`config.mk`:
```
export PLATFORM = sky130hd
export DESIGN_NAME = ihex_loader_flat
export DESIGN_NICKNAME = d
export VERILOG_FILES = /design/src/rtl/ihex_loader_if.sv /design/src/rtl/ihex_loader.sv /design/src/flat_wrapper.sv
export SDC_FILE = /design/constraint.sdc
export NUM_CORES = 1
export LEC_CHECK = 0
export BUFFER_PORTS_ARGS = -buffer_cell sky130_fd_sc_hd__buf_2
export CELL_PAD_IN_SITES_DETAIL_PLACEMENT = 1
export CELL_PAD_IN_SITES_GLOBAL_PLACEMENT = 1
export CORE_AREA = 2 2 104 106
export DETAILED_ROUTE_END_ITERATION = 7
export DIE_AREA = 0 0 106 108
export PLACE_DENSITY = 0.8
export SLEW_MARGIN = 20
export SYNTH_ARGS = -nofsm -noshare
export SYNTH_HDL_FRONTEND = slang
export SYNTH_SLANG_ARGS = --single-unit
```
`constraint.sdc`:
```
create_clock -name clk -period 3.05 [get_ports clk]
set_input_delay 0.305 -clock clk [delete_from_list [all_inputs] [get_ports clk]]
set_output_delay 0.305 -clock clk [all_outputs]
set_load 0.02 [all_outputs]
```
`src/rtl/ihex_loader_if.sv`:
```
// Loader bus: console character stream in, single-byte memory write strobes out.
interface ihex_loader_if #(parameter int ADDR_WIDTH = 16);
  logic                  rx_valid;
  logic [7:0]            rx_data;
  logic                  wr_en;
  logic [ADDR_WIDTH-1:0] wr_addr;
  logic [7:0]            wr_data;

  modport master (input rx_valid, rx_data, output wr_en, wr_addr, wr_data);
  modport slave  (output rx_valid, rx_data, input wr_en, wr_addr, wr_data);
endinterface

```
`src/rtl/ihex_loader.sv`:
```
// Intel-HEX record parser driving memory write strobes; holds the CPU via busy.
// Optional build macro IHEX_CSUM_EN enables record checksum verification.
module ihex_loader #(
  parameter int ADDR_WIDTH = 16
) (
  input  logic       clk,
  input  logic       rst_n,
  ihex_loader_if.master bus,
  output logic       busy,
  output logic       done,
  output logic       err,
  output logic [7:0] rec_count
);
  typedef enum logic [2:0] {IDLE, LEN, ADDR_HI, ADDR_LO, TYPE, DATA, CSUM} state_t;

  localparam logic [7:0] COLON = 8'h3A;

  state_t      state;
  logic        lo;        // high nibble captured, next hex char completes the byte
  logic [3:0]  hi_nib;
  logic [7:0]  cnt;
  logic [15:0] addr;
  logic [7:0]  rtype;

  logic        is_hex;
  logic [3:0]  nib;
  logic [7:0]  byte_val;
  logic        csum_bad;

  // 'A'-'F' and 'a'-'f' share the low nibble 1..6, so +9 maps them to 10..15
  always_comb begin
    is_hex = 1'b1;
    nib    = bus.rx_data[3:0];
    if (bus.rx_data >= 8'h30 && bus.rx_data <= 8'h39)
      nib = bus.rx_data[3:0];
    else if ((bus.rx_data >= 8'h41 && bus.rx_data <= 8'h46) ||
             (bus.rx_data >= 8'h61 && bus.rx_data <= 8'h66))
      nib = bus.rx_data[3:0] + 4'd9;
    else
      is_hex = 1'b0;
  end

  assign byte_val = {hi_nib, nib};

`ifdef IHEX_CSUM_EN
  logic [7:0] sum;
  logic [7:0] sum_next;
  assign sum_next = sum + byte_val;
  assign csum_bad = (sum_next != 8'h00);
`else
  assign csum_bad = 1'b0;
`endif

  always_ff @(posedge clk or negedge rst_n) begin
    if (!rst_n) begin
      state       <= IDLE;
      lo          <= 1'b0;
      hi_nib      <= '0;
      cnt         <= '0;
      addr        <= '0;
      rtype       <= '0;
      bus.wr_en   <= 1'b0;
      bus.wr_addr <= '0;
      bus.wr_data <= '0;
      busy        <= 1'b0;
      done        <= 1'b0;
      err         <= 1'b0;
      rec_count   <= '0;
`ifdef IHEX_CSUM_EN
      sum         <= '0;
`endif
    end else begin
      bus.wr_en <= 1'b0;
      done      <= 1'b0;
      if (bus.rx_valid) begin
        if (state == IDLE) begin
          if (bus.rx_data == COLON) begin
            busy <= 1'b1;
            if (!busy) begin
              err       <= 1'b0;
              rec_count <= '0;
            end
`ifdef IHEX_CSUM_EN
            sum <= '0;
`endif
            lo    <= 1'b0;
            state <= LEN;
          end
        end else if (bus.rx_data == COLON) begin
          // resync on a stray start code; keep the CPU paused
          err   <= 1'b1;
          lo    <= 1'b0;
          state <= LEN;
`ifdef IHEX_CSUM_EN
          sum <= '0;
`endif
        end else if (!is_hex) begin
          err   <= 1'b1;
          busy  <= 1'b0;
          lo    <= 1'b0;
          state <= IDLE;
        end else if (!lo) begin
          hi_nib <= nib;
          lo     <= 1'b1;
        end else begin
          lo <= 1'b0;
`ifdef IHEX_CSUM_EN
          sum <= sum_next;
`endif
          case (state)
            LEN: begin
              cnt   <= byte_val;
              state <= ADDR_HI;
            end
            ADDR_HI: begin
              addr[15:8] <= byte_val;
              state      <= ADDR_LO;
            end
            ADDR_LO: begin
              addr[7:0] <= byte_val;
              state     <= TYPE;
            end
            TYPE: begin
              rtype <= byte_val;
              state <= (cnt == 8'd0) ? CSUM : DATA;
            end
            DATA: begin
              if (rtype == 8'h00) begin
                bus.wr_en   <= 1'b1;
                bus.wr_addr <= ADDR_WIDTH'(addr);
                bus.wr_data <= byte_val;
                addr        <= addr + 16'd1;
              end
              cnt <= cnt - 8'd1;
              if (cnt == 8'd1) state <= CSUM;
            end
            CSUM: begin
              if (rec_count != 8'hFF) rec_count <= rec_count + 8'd1;
              state <= IDLE;
              // any error in the record releases the CPU instead of completing
              if (err || csum_bad) begin
                err  <= 1'b1;
                busy <= 1'b0;
              end else if (rtype == 8'h01) begin
                done <= 1'b1;
                busy <= 1'b0;
              end
            end
            default: state <= IDLE;
          endcase
        end
      end
    end
  end
endmodule

```
`src/flat_wrapper.sv`:
```
// flat-port wrapper written by rule: the top's interface ports become plain ports
module ihex_loader_flat 
#(
  parameter int ADDR_WIDTH = 16
)
  (clk, rst_n, busy, done, err, rec_count, bus_rx_valid, bus_rx_data, bus_wr_en, bus_wr_addr, bus_wr_data);
  ihex_loader_if #(.ADDR_WIDTH(ADDR_WIDTH)) bus_i ();
  input  logic clk;
  input  logic rst_n;
  output logic busy;
  output logic done;
  output logic err;
  output logic [7:0] rec_count;
  input wire logic [$bits(bus_i.rx_valid)-1:0] bus_rx_valid;
  input wire logic [$bits(bus_i.rx_data)-1:0] bus_rx_data;
  output wire logic [$bits(bus_i.wr_en)-1:0] bus_wr_en;
  output wire logic [$bits(bus_i.wr_addr)-1:0] bus_wr_addr;
  output wire logic [$bits(bus_i.wr_data)-1:0] bus_wr_data;
  assign bus_i.rx_valid = bus_rx_valid;
  assign bus_i.rx_data = bus_rx_data;
  assign bus_wr_en = bus_i.wr_en;
  assign bus_wr_addr = bus_i.wr_addr;
  assign bus_wr_data = bus_i.wr_data;
  ihex_loader #(.ADDR_WIDTH(ADDR_WIDTH)) u_core (.clk(clk), .rst_n(rst_n), .bus(bus_i), .busy(busy), .done(done), .err(err), .rec_count(rec_count));
endmodule
```
### Yosys cells after proc, flatten, opt, wreduce, memory -nomap -nowiden

Index checks and enable logic that the tools add are counted.

| storage, ports and cells | value |
|---|---|
| bits in registers | 76 |
| output and inout port bits | 36 |
| input port bits | 11 |

| cells by class | value |
|---|---|
| reductions and logical operators | 25 |
| add/subtract/negate cells | 4 |
| eq/ne operators | 18 |
| muxes and demuxes | 60 |
| bitwise operators | 3 |
| magnitude comparators | 6 |

Operators by type and width:

| cell | number |
|---|---|
| 2-to-1 mux 8 bit | 8 |
| case mux 8 bit (2 select lines) | 3 |
| 2-to-1 mux 1 bit | 38 |
| AND reduction 7 bit | 3 |
| 2-to-1 mux 3 bit | 6 |
| AND reduction 6 bit | 3 |
| adder 16 x 1 -> 16 bit (second input constant) | 1 |
| equality test 8 x 1 -> 1 bit (second input constant) | 2 |
| greater-or-equal comparator 8 x 7 -> 1 bit (second input constant) | 2 |
| <= comparator 8 x 7 -> 1 bit (second input constant) | 2 |
| zero test 8 bit | 2 |
| 2-to-1 mux 16 bit | 1 |
| case mux 3 bit (5 select lines) | 1 |
| nonzero test 2 bit | 7 |
| AND reduction 5 bit | 2 |
| equality test 3 bit (second input constant) | 3 |
| adder 8 x 1 -> 8 bit (second input constant) | 1 |
| equality test 8 x 6 -> 1 bit (second input constant) | 1 |
| greater-or-equal comparator 8 x 6 -> 1 bit (second input constant) | 1 |
| <= comparator 8 x 6 -> 1 bit (second input constant) | 1 |
| 2-to-1 mux 4 bit | 2 |
| != test 8 bit (second input constant) | 1 |
| AND reduction 8 bit | 1 |
| subtractor 8 x 1 -> 8 bit (second input constant) | 1 |
| other kinds (16) | 23 |

### Logic depth before layout (Yosys ltp)

Gate-level depths: netlist of run 1.

| logic depth | value |
|---|---|
| depth in word-level cells | 9 |
| gate-level depth with buffers | 9 |
| gate-level depth less buffers | 7 |

### Least setup slack after synthesis of run 1

No wires, ideal clock.

| timing | value |
|---|---|
| path kind | in2reg |
| from | in bus_rx_data[7] |
| to | reg u_core.addr[1] |
| path buffers | 1 |
| slack | 732 ps |
| stages on the path | 6 |
| arrival time | 2193 ps |
| library setup time | 125 ps |
| cells stage by stage | or4b_4 > a211oi_2 > buf_2 > mux2_2 > mux2_2 > mux2_2 |

| between the ends | value |
|---|---|
| cells in the longest elaborated chain, start to end | 6 |
| elaborated cells on any way between the ends | 18 |

Ends and longest elaborated chain:

| item | RTL line | text |
|---|---|---|
| from (decl) | flat_wrapper.sv:15 | `input wire logic [$bits(bus_i.rx_data)-1:0] bus_rx_data;` |
| greater-or-equal comparator 8 x 7 -> 1 bit (tied with other cells) | ihex_loader.sv:36 | `else if ((bus.rx_data >= 8'h41 && bus.rx_data <= 8'h46) \|\|` |
| logical AND 1 bit, on equally long branches | ihex_loader.sv:36, ihex_loader.sv:37 |  |
| logical OR 1 bit | ihex_loader.sv:36 |  |
| 2-to-1 mux 1 bit or 2-to-1 mux 4 bit (tied branches) | ihex_loader.sv:36 |  |
| 2-to-1 mux 1 bit or 2-to-1 mux 4 bit (tied branches) | ihex_loader.sv:34 | `if (bus.rx_data >= 8'h30 && bus.rx_data <= 8'h39)` |
| AND reduction 7 bit (no line) or case mux 8 bit (2 select lines) (tied branches) | - |  |
| to (signal assigned) | ihex_loader.sv:120 | `addr[7:0] <= byte_val;` |
| to (signal assigned) | ihex_loader.sv:132 | `addr <= addr + 16'd1;` |
| to (decl) | ihex_loader.sv:22 | `logic [15:0] addr;` |

Several ways; a longest one is shown, not always the timed one.
A chain may end at the register's enable or synchronous reset.

### Worst setup path in the final report of run 1

| timing | value |
|---|---|
| from | reg u_core.rtype[0] |
| to | reg u_core.addr[3] |

| between the ends | value |
|---|---|
| cells in the longest elaborated chain, start to end | 3 |

Ends and longest elaborated chain:

| item | RTL line | text |
|---|---|---|
| from (decl) | ihex_loader.sv:23 | `logic [7:0] rtype;` |
| from (signal assigned) | ihex_loader.sv:124 | `rtype <= byte_val;` |
| zero test 8 bit | ihex_loader.sv:128 | `if (rtype == 8'h00) begin` |
| != test 2 x 1 -> 1 bit (no line) | - |  |
| AND reduction 7 bit (no line) | - |  |

No other way between the ends.

==> results of run 1 <==
-- cells in the final DEF (no fill, tap or decap), types with 3 or more instances in the layout --
cell type	n
o211ai_1	4
buf_4	9
nand3_1	10
a21oi_1	29
inv_1	14
o21ai_0	35
clkbuf_8	10
a211o_1	3
nor3b_1	4
and3_1	6
buf_2	45
mux2_2	37
a41oi_1	3
a21o_1	6
dfrtp_1	76
o22a_1	9
nand4_1	3
nor2b_1	3
a31oi_1	5
o22ai_1	6
nor3_1	11
nor4b_1	3
nor4_1	3
nor2_1	16
nand2_1	25
a2bb2oi_1	4
ha_1	9
o21a_1	3
-- through the flow --
stage / util (%) / total power [mW] / std cells
2_1_floorplan: - / 1.37 / 391
4_1_cts: 45.4 / 2.33 / 580
5_1_grt: 45.4 / 2.42 / 580
3_3_place_gp: 43.4 / 1.49 / 564
6_report: 45.4 / 2.32 / 580
3_5_place_dp: 43.4 / 1.52 / 564
-- report_power, final --
group | internal [mW] | switching [mW]
Combinational | 0.130 | 0.215
Clock | 0.407 | 0.412
Sequential | 1.06 | 0.0949
Total | 1.59 | 0.722
-- metal layers --
layer  track usage, %  part of all wire (%)  up-vias
met5                0                     0        -
met4             7.52                   2.2        0
met3             3.01                   3.3       22
met2             34.6                    50       77
met1             24.2                    44     1742
li1                 -                     -     1572
-- logic make-up (layout without fill, tap and decap cells) --
kind of cell	after synthesis	count (layout)	synth area share [%]
adders and majority gates	9	9	2.77
xor gates and xnor gates	1	1	0.215
and+or+nand+nor	100	100	13.5
muxes	38	38	10.5
DFF	76	76	46.8
AOI/OAI and AO/OA	136	136	22.7
buffers and inverters	31	84	3.45
-- area by class of cell --
class,count,share of cell area (%)
well taps,136,3.66
repair buffers,54,6.30
multi-input cells,284,43.5
clock inverters,6,1.53
inverters,14,1.13
clock buffers,10,2.96
flip-flops and latches,76,40.9
-- critical path: stages, from the launching register on --
cell and delay (ns):
dfrtp_1 0.40, nor4_1 0.49, a31oi_1 0.28, a2111oi_4 0.58, a21boi_0 0.34, a2bb2oi_1 0.20
-- worst paths after layout --
path	cells past startpoint	start	end	slack (ns)
min	1	rst_n	u_core.lo	0.07
min in group clk	3	bus_rx_valid	u_core.busy	0.28
min reg2reg	2	u_core.bus.wr_addr[13]	u_core.bus.wr_addr[13]	0.50
max in group asynchronous	1	rst_n	u_core.cnt[4]	2.31
max reg2reg	5	u_core.rtype[0]	u_core.addr[3]	0.68
max	5	u_core.rtype[0]	u_core.addr[3]	0.68
-- state kept, by name, summed over array words and instances (netlist names) --
name / flops
u_core.err: 1
u_core.bus.wr_en: 1
u_core.addr: 16
u_core.hi_nib: 4
u_core.bus.wr_data: 8
u_core.busy: 1
u_core.rtype: 8
u_core.rec_count: 8
u_core.lo: 1
u_core.state: 3
u_core.done: 1
u_core.bus.wr_addr: 16
u_core.cnt: 8
==> impl_metrics.csv, run 1 <==
group,metric,value,unit
status,status,"finished, final reports clean",
clock_tree,cts_resized,0,
yosys,synth_top_area_share,46.8,%
cells_and_area,drive_gt1_share,26.4,%
cells_and_area,num_antenna_cells,0,
setup_path,end_kind,"flip-flop",
cells_and_area,layout.nets,459,
clock_tree,htree_levels,3,
placement,place_congestion,0.803,
pwr,p_per_area,498,mW/mm^2
yosys,yosysTopAreaCell,"dfrtp_1",
timing,worst_pin_slew,0.983,ns
drt,drt-initial-drc-count,135,
drt,dr.pass1.iters,4,
flow_run,max-cap-violations,0,
clock_tree,clkSlewWorstSetupHoldPaths,0.10,ns
yosys,synth.most_common_cell,"dfrtp_1",
yosys,async_reset_ff_share,100,%
timing,worst_slack,0.681,ns
pwr,p_leak,2.22,nW
floorplanning,rows,37,
drt,routed_wl,10800,um
placement,dpl_cell_area,0.00444,mm^2
yosys,synth_area,0.00407,mm^2
cells_and_area,seq_area,0.00190,mm^2
drt,detail-route-antenna-nets,0,
cells_and_area,syn_to_final_growth,14.4,%
yosys,synthFlopType,"dfrtp_1",
clock_tree,cts.hold.buffers_added,0,
clock_tree,clock_latency,0.36,ns
setup_path,critPathKind,"reg -> reg",
global_route,grt_pass1_wl,17800,um
clock_tree,clockBufferDepth,2,
yosys,synth-edff-count,0,
cells_and_area,multi_input_area,0.00202,mm^2
timing,rsz0062_at_grt,"no",
clock_tree,cts_inserted_buffers,9,
yosys,synth.distinct_cells,64,
pwr,peakVddDrop,0.000281,V
hold_path,hold_path.class,"in -> async",
clock_tree,postCtsSetupBuffers,0,
timing,maxSlewHeadroom,34.4,%
setup_path,crit_fanout,8,
timing,fin_crit_sh,77.7,%
setup_path,worstPathRequired,3.32,ns
floorplanning,ios,47,
floorplanning,dieArea,0.0114,mm^2
timing,hold_slack,0.0723,ns
drt,num_vias,3413,
clock_tree,cts_tree,"done",
placement,port_buffers,46,
global_route,grt_pass1_vias,3573,
timing,slew_viol_final,0,
timing,finalCriticalPeriod,2.37,ns
clock_tree,cts_sinks,76,
yosys,synthCells,391,
yosys,avgSynthCellArea,10.4,um^2
yosys,synthTopCellsByArea,"dfrtp_1 (47%), mux2_2 (10%), o21ai_0 (4.3%)",
yosys,yosysSeqAreaShare,46.8,%
placement,post-place-ws,0.298,ns
timing,skew,0.0166,ns
drt,wl_per_cell,18.6,um
setup_path,worst-endpoint-arrival,2.64,ns
yosys,synth_commonest_cells,"dfrtp_1 (76), mux2_2 (37), o21ai_0 (35), a21oi_1 (29), nand2_1 (25)",
timing,hold_viol,0,
global_route,antenna_found_initial,0,
floorplanning,die_w,106,um
timing,timing.fmax,0.422,GHz
cells_and_area,fin_area,0.00465,mm^2
global_route,overflow,0,
timing,fin_setup_tns,0,ns
floorplanning,start_util,39.7,%
cells_and_area,fillers,1159,
global_route,gr-usage-all-layers,19.6,%
clock_tree,cts_root_buf,"clkbuf_8",
drt,post-route-drc-count,0,
floorplanning,die_y,108,um
yosys,synth_seq_cells,76,
yosys,ys_warn_count,0,
drt,vias_per_cell,5.88,
setup_path,start_kind,"flip-flop",
placement,hpwl,7580,um
yosys,syn-num-nets,411,
global_route,grt_start_max_net_pins,77,
floorplanning,fp.coreArea,0.0102,mm^2
timing,setup_violations,0,
No activity file was read; power rests on OpenSTA's default activity.
==> run 2, diff against run 1 <==
- PLACE_DENSITY: 0.8 -> 0.83
- clock period: 3.05 -> 2.16 ns (I/O delays scaled with it)
==> impl_metrics.csv, run 2 (same netlist as run 1, synthesis figures left out) <==
group,metric,value,unit
status,status,"finished, final reports clean",
clock_tree,cts_root_buf,"clkbuf_8",
floorplanning,ios,47,
drt,dr.pass1.iters,4,
timing,slew_viol_final,0,
cells_and_area,final_util,48.9,%
placement,port_buffers,46,
cells_and_area,syn_to_final_growth,23.1,%
timing,hold_viol,0,
hold_path,min_from,"bus_rx_valid",
clock_tree,cts_tree,"done",
setup_path,setup.worst_path.end,"u_core.addr[0]",
clock_tree,htree_levels,3,
floorplanning,fp.coreArea,0.0102,mm^2
floorplanning,start_util,39.7,%
placement,post-place-ws,-0.169,ns
global_route,antenna_found_initial,0,
pwr,p_leak,2.43,nW
floorplanning,die_w,106,um
setup_path,worst-endpoint-arrival,2.26,ns
drt,detail-route-antenna-nets,0,
cells_and_area,fin_area,0.00500,mm^2
pwr,peakVddDrop,0.000363,V
pwr,clockPowerShare,37.6,%
clock_tree,clock_latency,0.36,ns
clock_tree,cts_sinks,76,
timing,fin_crit_sh,93.6,%
timing,skew,0.00693,ns
cells_and_area,largestRegisters,"u_core.addr (16), u_core.bus.wr_addr (16)",
setup_path,end_kind,"flip-flop",
cells_and_area,final_common_cell,"dfrtp_1",
pwr,power_switching_share,29.8,%
cells_and_area,fillers,1166,
global_route,grt_pass1_wl,20000,um
setup_path,start_kind,"flip-flop",
setup_path,worstPathRequired,2.39,ns
drt,routed_wl,12400,um
setup_path,crit_fanout,4,
floorplanning,die_y,108,um
drt,drt-initial-drc-count,124,
drt,vias_per_cell,5.92,
setup_path,r2r-start,"u_core.rtype[6]",
clock_tree,clkSlewWorstSetupHoldPaths,0.09,ns
pwr,p_per_area,709,mW/mm^2
placement,hpwl,8690,um
placement,dpl_cell_area,0.00474,mm^2
setup_path,reg2reg_depth,7,
cells_and_area,stdcell_count,617,
pwr,power_frac_comb,16.9,%
timing,fin_setup_tns,0,ns
placement,place_inst,601,
cells_and_area,layout_common_cells,"dfrtp_1 (75), buf_2 (45), buf_4 (44), mux2_2 (37), o21ai_0 (35)",
timing,rsz0062_at_grt,"no",
floorplanning,dieArea,0.0114,mm^2
timing,finalCriticalPeriod,2.02,ns
placement,place_congestion,0.836,
cells_and_area,num_antenna_cells,0,
global_route,grt_start_max_net_pins,42,
pwr,p_switching,1.06,mW
drt,num_vias,3654,
timing,worst_slack,0.138,ns
global_route,grt_pass1_vias,3875,
clock_tree,clockBufferDepth,2,
setup_path,cp-startpoint,"u_core.rtype[6]",
pwr,pwr-share-seq,45.5,%
drt,post-route-drc-count,0,
global_route,overflow,0,
flow_run,max-cap-violations,0,
timing,hold_slack,0.184,ns
drt,wl_per_cell,20.1,um
hold_path,hold_path.class,"in -> reg",
timing,worst_pin_slew,0.792,ns
setup_path,critPathKind,"reg -> reg",
cells_and_area,multi_input_area,0.00204,mm^2
clock_tree,cts_inserted_buffers,9,
timing,setup_violations,0,
timing,timing.fmax,0.495,GHz
setup_path,rrSetupSlack,0.14,ns
floorplanning,rows,37,
setup_path,reg2reg_to,"u_core.addr[0]",
pwr,p_int,2.49,mW
timing,maxSlewHeadroom,46.7,%
pwr,finalPower,3.55,mW
cells_and_area,layout.nets,497,
global_route,gr-usage-all-layers,22.5,%
cells_and_area,drive_gt1_share,32.4,%
cells_and_area,seq_area,0.00190,mm^2
## run 2: cell count changes in the layout (fill, tap and decap cells not counted), sizes merged
cell / before / now
clkbuf: 10 / 9
dlygate4sd3: 0 / 1
buf: 54 / 91
bufinv: 1 / 3
inv: 16 / 14
## run 2: worst min path at each step
stage,end,slack (ns),depth (start not counted)
floorplan,u_core.addr[0],-0.08,0
global placement,u_core.rec_count[3],0.24,1
detailed placement,u_core.rec_count[2],0.25,1
CTS,u_core.busy,0.18,3
global route,u_core.busy,0.23,3
finish,u_core.busy,0.18,3
## run 2: metal layers
layer | track usage (%) | routed length, um | vias up
met3 | 4.28 | 537 | 32
met4 | 10.2 | 404 | 0
met2 | 39.4 | 6390 | 117
li1 | - | - | 1647
met5 | 0 | 0 | -
met1 | 26.9 | 5070 | 1858
## run 2: repair_timing
item / in CTS / in global routing
resized for setup: 0 / 4
endpoints found under the hold margin: 39 / 0
setup buffers: 0 / 0
hold buffers: 1 / 0
setup endpoints to repair: 0 / 9
## run 2: area by class of cell
cell class / count / share of cell area [%]
multi-input combinational: 284 / 40.7
clock inverter: 6 / 2.27
sequential: 76 / 38.0
inverter: 14 / 1.05
timing repair buffer: 92 / 12.1
clock buffer: 9 / 2.48
tap: 136 / 3.40
## run 2: worst max-delay path: stages (launching register included)
cell and delay, ns:
dfrtp_1 0.43, nor4_2 0.32, buf_4 0.18, a31oi_1 0.17
a2111oi_4 0.32, buf_4 0.18, a21boi_0 0.19, mux2i_1 0.10
## run 2: power groups by stage
stage          registers (mW)  clock network [mW]  logic, mW
4_1_cts                  1.61                1.35      0.599
3_5_place_dp             1.64                   0      0.579
2_1_floorplan            1.59                   0      0.352
3_3_place_gp             1.63                   0      0.543
6_report                 1.61                1.33      0.600
5_1_grt                  1.62                1.42      0.652
==> run 3, diff against run 2 <==
- CORE_AREA: 2 2 104 106 -> 2 2 146 77
- DIE_AREA: 0 0 106 108 -> 0 0 148 79
- PLACE_DENSITY: 0.83 -> 0.82
==> impl_metrics.csv, run 3 (same netlist as run 1, synthesis figures left out) <==
group,metric,value,unit
pwr,finalPower,3.99,mW
clock_tree,clockBufferDepth,2,
setup_path,r2r-start,"u_core.rtype[1]",
timing,hold_slack,0.246,ns
clock_tree,cts_root_buf,"clkbuf_16",
clock_tree,htree_levels,3,
drt,num_vias,3640,
drt,vias_per_cell,5.80,
cells_and_area,seq_area,0.00190,mm^2
cells_and_area,multi_input_area,0.00205,mm^2
drt,dr.pass1.iters,4,
global_route,grt_start_max_net_pins,40,
setup_path,critPathBufInv,1,
pwr,p_per_area,776,mW/mm^2
setup_path,critPathKind,"reg -> reg",
cells_and_area,num_antenna_cells,0,
floorplanning,ios,47,
cells_and_area,largestRegisters,"u_core.addr (16), u_core.bus.wr_addr (16)",
flow_run,max-cap-violations,0,
floorplanning,start_util,38.6,%
setup_path,start_kind,"flip-flop",
timing,setup_violations,0,
setup_path,rrSetupSlack,0.18,ns
cells_and_area,drive_gt1_share,33.5,%
timing,maxSlewHeadroom,50.8,%
cells_and_area,layout_common_cells,"dfrtp_1 (75), buf_4 (46), buf_2 (45), mux2_2 (37), o21ai_0 (35)",
placement,place_inst,612,
global_route,grt_pass1_wl,20400,um
timing,worst_pin_slew,0.727,ns
hold_path,hold_path.class,"in -> reg",
timing,worst_slack,0.179,ns
pwr,p_leak,2.49,nW
global_route,grt_pass1_vias,3700,
drt,wl_per_cell,19.8,um
floorplanning,dieArea,0.0117,mm^2
setup_path,reg2reg_to,"u_core.addr[3]",
timing,skew,0.00901,ns
hold_path,min_path_cells,3,
setup_path,crit_fanout,5,
hold_path,min_from,"bus_rx_valid",
cells_and_area,syn_to_final_growth,26.6,%
cells_and_area,layout.nets,499,
timing,timing.fmax,0.505,GHz
cells_and_area,fillers,1172,
setup_path,reg2reg_depth,6,
setup_path,cpMaxStageDelayCell,"a2111oi_4",
clock_tree,clock_latency,0.33,ns
cells_and_area,final_common_cell,"dfrtp_1",
drt,routed_wl,12400,um
clock_tree,cts_sinks,76,
cells_and_area,stdcell_count,628,
placement,place_congestion,0.890,
global_route,gr-usage-all-layers,22.6,%
setup_path,worst-endpoint-arrival,2.23,ns
status,status,"finished, final reports clean",
timing,fin_crit_sh,91.7,%
floorplanning,rows,27,
global_route,grt.busiest_layer,"met1",
floorplanning,fp.coreArea,0.0105,mm^2
setup_path,cp_slowest_stage_delay,0.48,ns
timing,finalCriticalPeriod,1.98,ns
global_route,met2_usage,31.8,%
placement,post-place-ws,-0.137,ns
placement,port_buffers,46,
timing,hold_viol,0,
clock_tree,clkSlewWorstSetupHoldPaths,0.06,ns
timing,rsz0062_at_grt,"no",
pwr,peakVddDrop,0.000358,V
drt,drt-initial-drc-count,258,
floorplanning,die_y,79,um
placement,hpwl,8790,um
timing,slew_viol_final,0,
global_route,use_met1,33.1,%
setup_path,crit_path_cell_trace,"nor4_2 > buf_4 > a31oi_2 > a2111oi_4 > a21boi_0 > a2bb2oi_1",
setup_path,worst_path_dominant_cell_family,"compound AO/OA/AOI/OAI gates",
hold_path,min_to,"u_core.busy",
setup_path,end_kind,"flip-flop",
floorplanning,die_w,148,um
global_route,grt_use_met3,6.95,%
drt,detail-route-antenna-nets,0,
global_route,antenna_found_initial,0,
clock_tree,cts_inserted_buffers,9,
setup_path,worstPathRequired,2.41,ns
drt,post-route-drc-count,0,
clock_tree,cts_tree,"done",
global_route,overflow,0,
[run 3: layout make-up]
type                       count  area share (%)
multi-input combinational    284            39.9
sequential                    76            37.0
timing repair buffer          94            12.1
clock buffer                   9            4.38
tap                          145            3.52
clock inverter                 6            2.19
inverter                      14            1.02
[run 3: repair_timing]
| item | 4_1_cts | 5_1_grt |
|---|---|---|
| hold buffers | 1 | 0 |
| endpoints found under the hold margin | 37 | 0 |
| endpoints found under the setup margin | 0 | 7 |
| gates resized for setup | 0 | 7 |
| setup buffers | 0 | 0 |
[run 3: worst max-delay path by stage]
stage | start | endpoint | slack [ns] | cells after the start
6_report | u_core.rtype[1] | u_core.addr[3] | 0.18 | 6
5_1_grt | u_core.rtype[3] | u_core.addr[4] | 0.03 | 7
4_1_cts | u_core.addr[0] | u_core.addr[10] | 0.12 | 6
3_5_place_dp | bus_rx_data[7] | u_core.rtype[2] | -0.14 | 7
3_3_place_gp | bus_rx_data[7] | u_core.cnt[3] | -0.03 | 6
2_1_floorplan | bus_rx_data[7] | u_core.addr[1] | 0.02 | 6
[run 3: layer usage]
metal,part of all wire (%),vias to the layer above
li1,-,1655
met1,50,1871
met2,43,101
met3,6.6,13
met4,1.2,0
met5,0,-
[run 3: power breakdown]
group / total [mW] / internal [mW] / switching (mW)
Clock: 1.74 / 1.13 / 0.610
Combinational: 0.609 / 0.249 / 0.360
Sequential: 1.65 / 1.50 / 0.153
[run 3: through the flow]
step | instance area, um^2 | util [%] | setup TNS [ns]
3_3_place_gp | 4770 | 45.3 | -0.0424
5_1_grt | 5150 | 48.8 | 0
4_1_cts | 5120 | 48.6 | 0
3_5_place_dp | 4770 | 45.3 | -2.20
6_report | 5150 | 48.8 | 0
2_1_floorplan | 4070 | - | 0
[run 3: worst reg2reg max path, delay by kind of cell, from the launching register on]
| kind | cells | cell delay, ns |
|---|---|---|
| flip-flops | 1 | 0.41 |
| AND/OR/NAND/NOR | 1 | 0.29 |
| AO/OA/AOI/OAI | 4 | 1.03 |
| buffers and inverters | 1 | 0.18 |
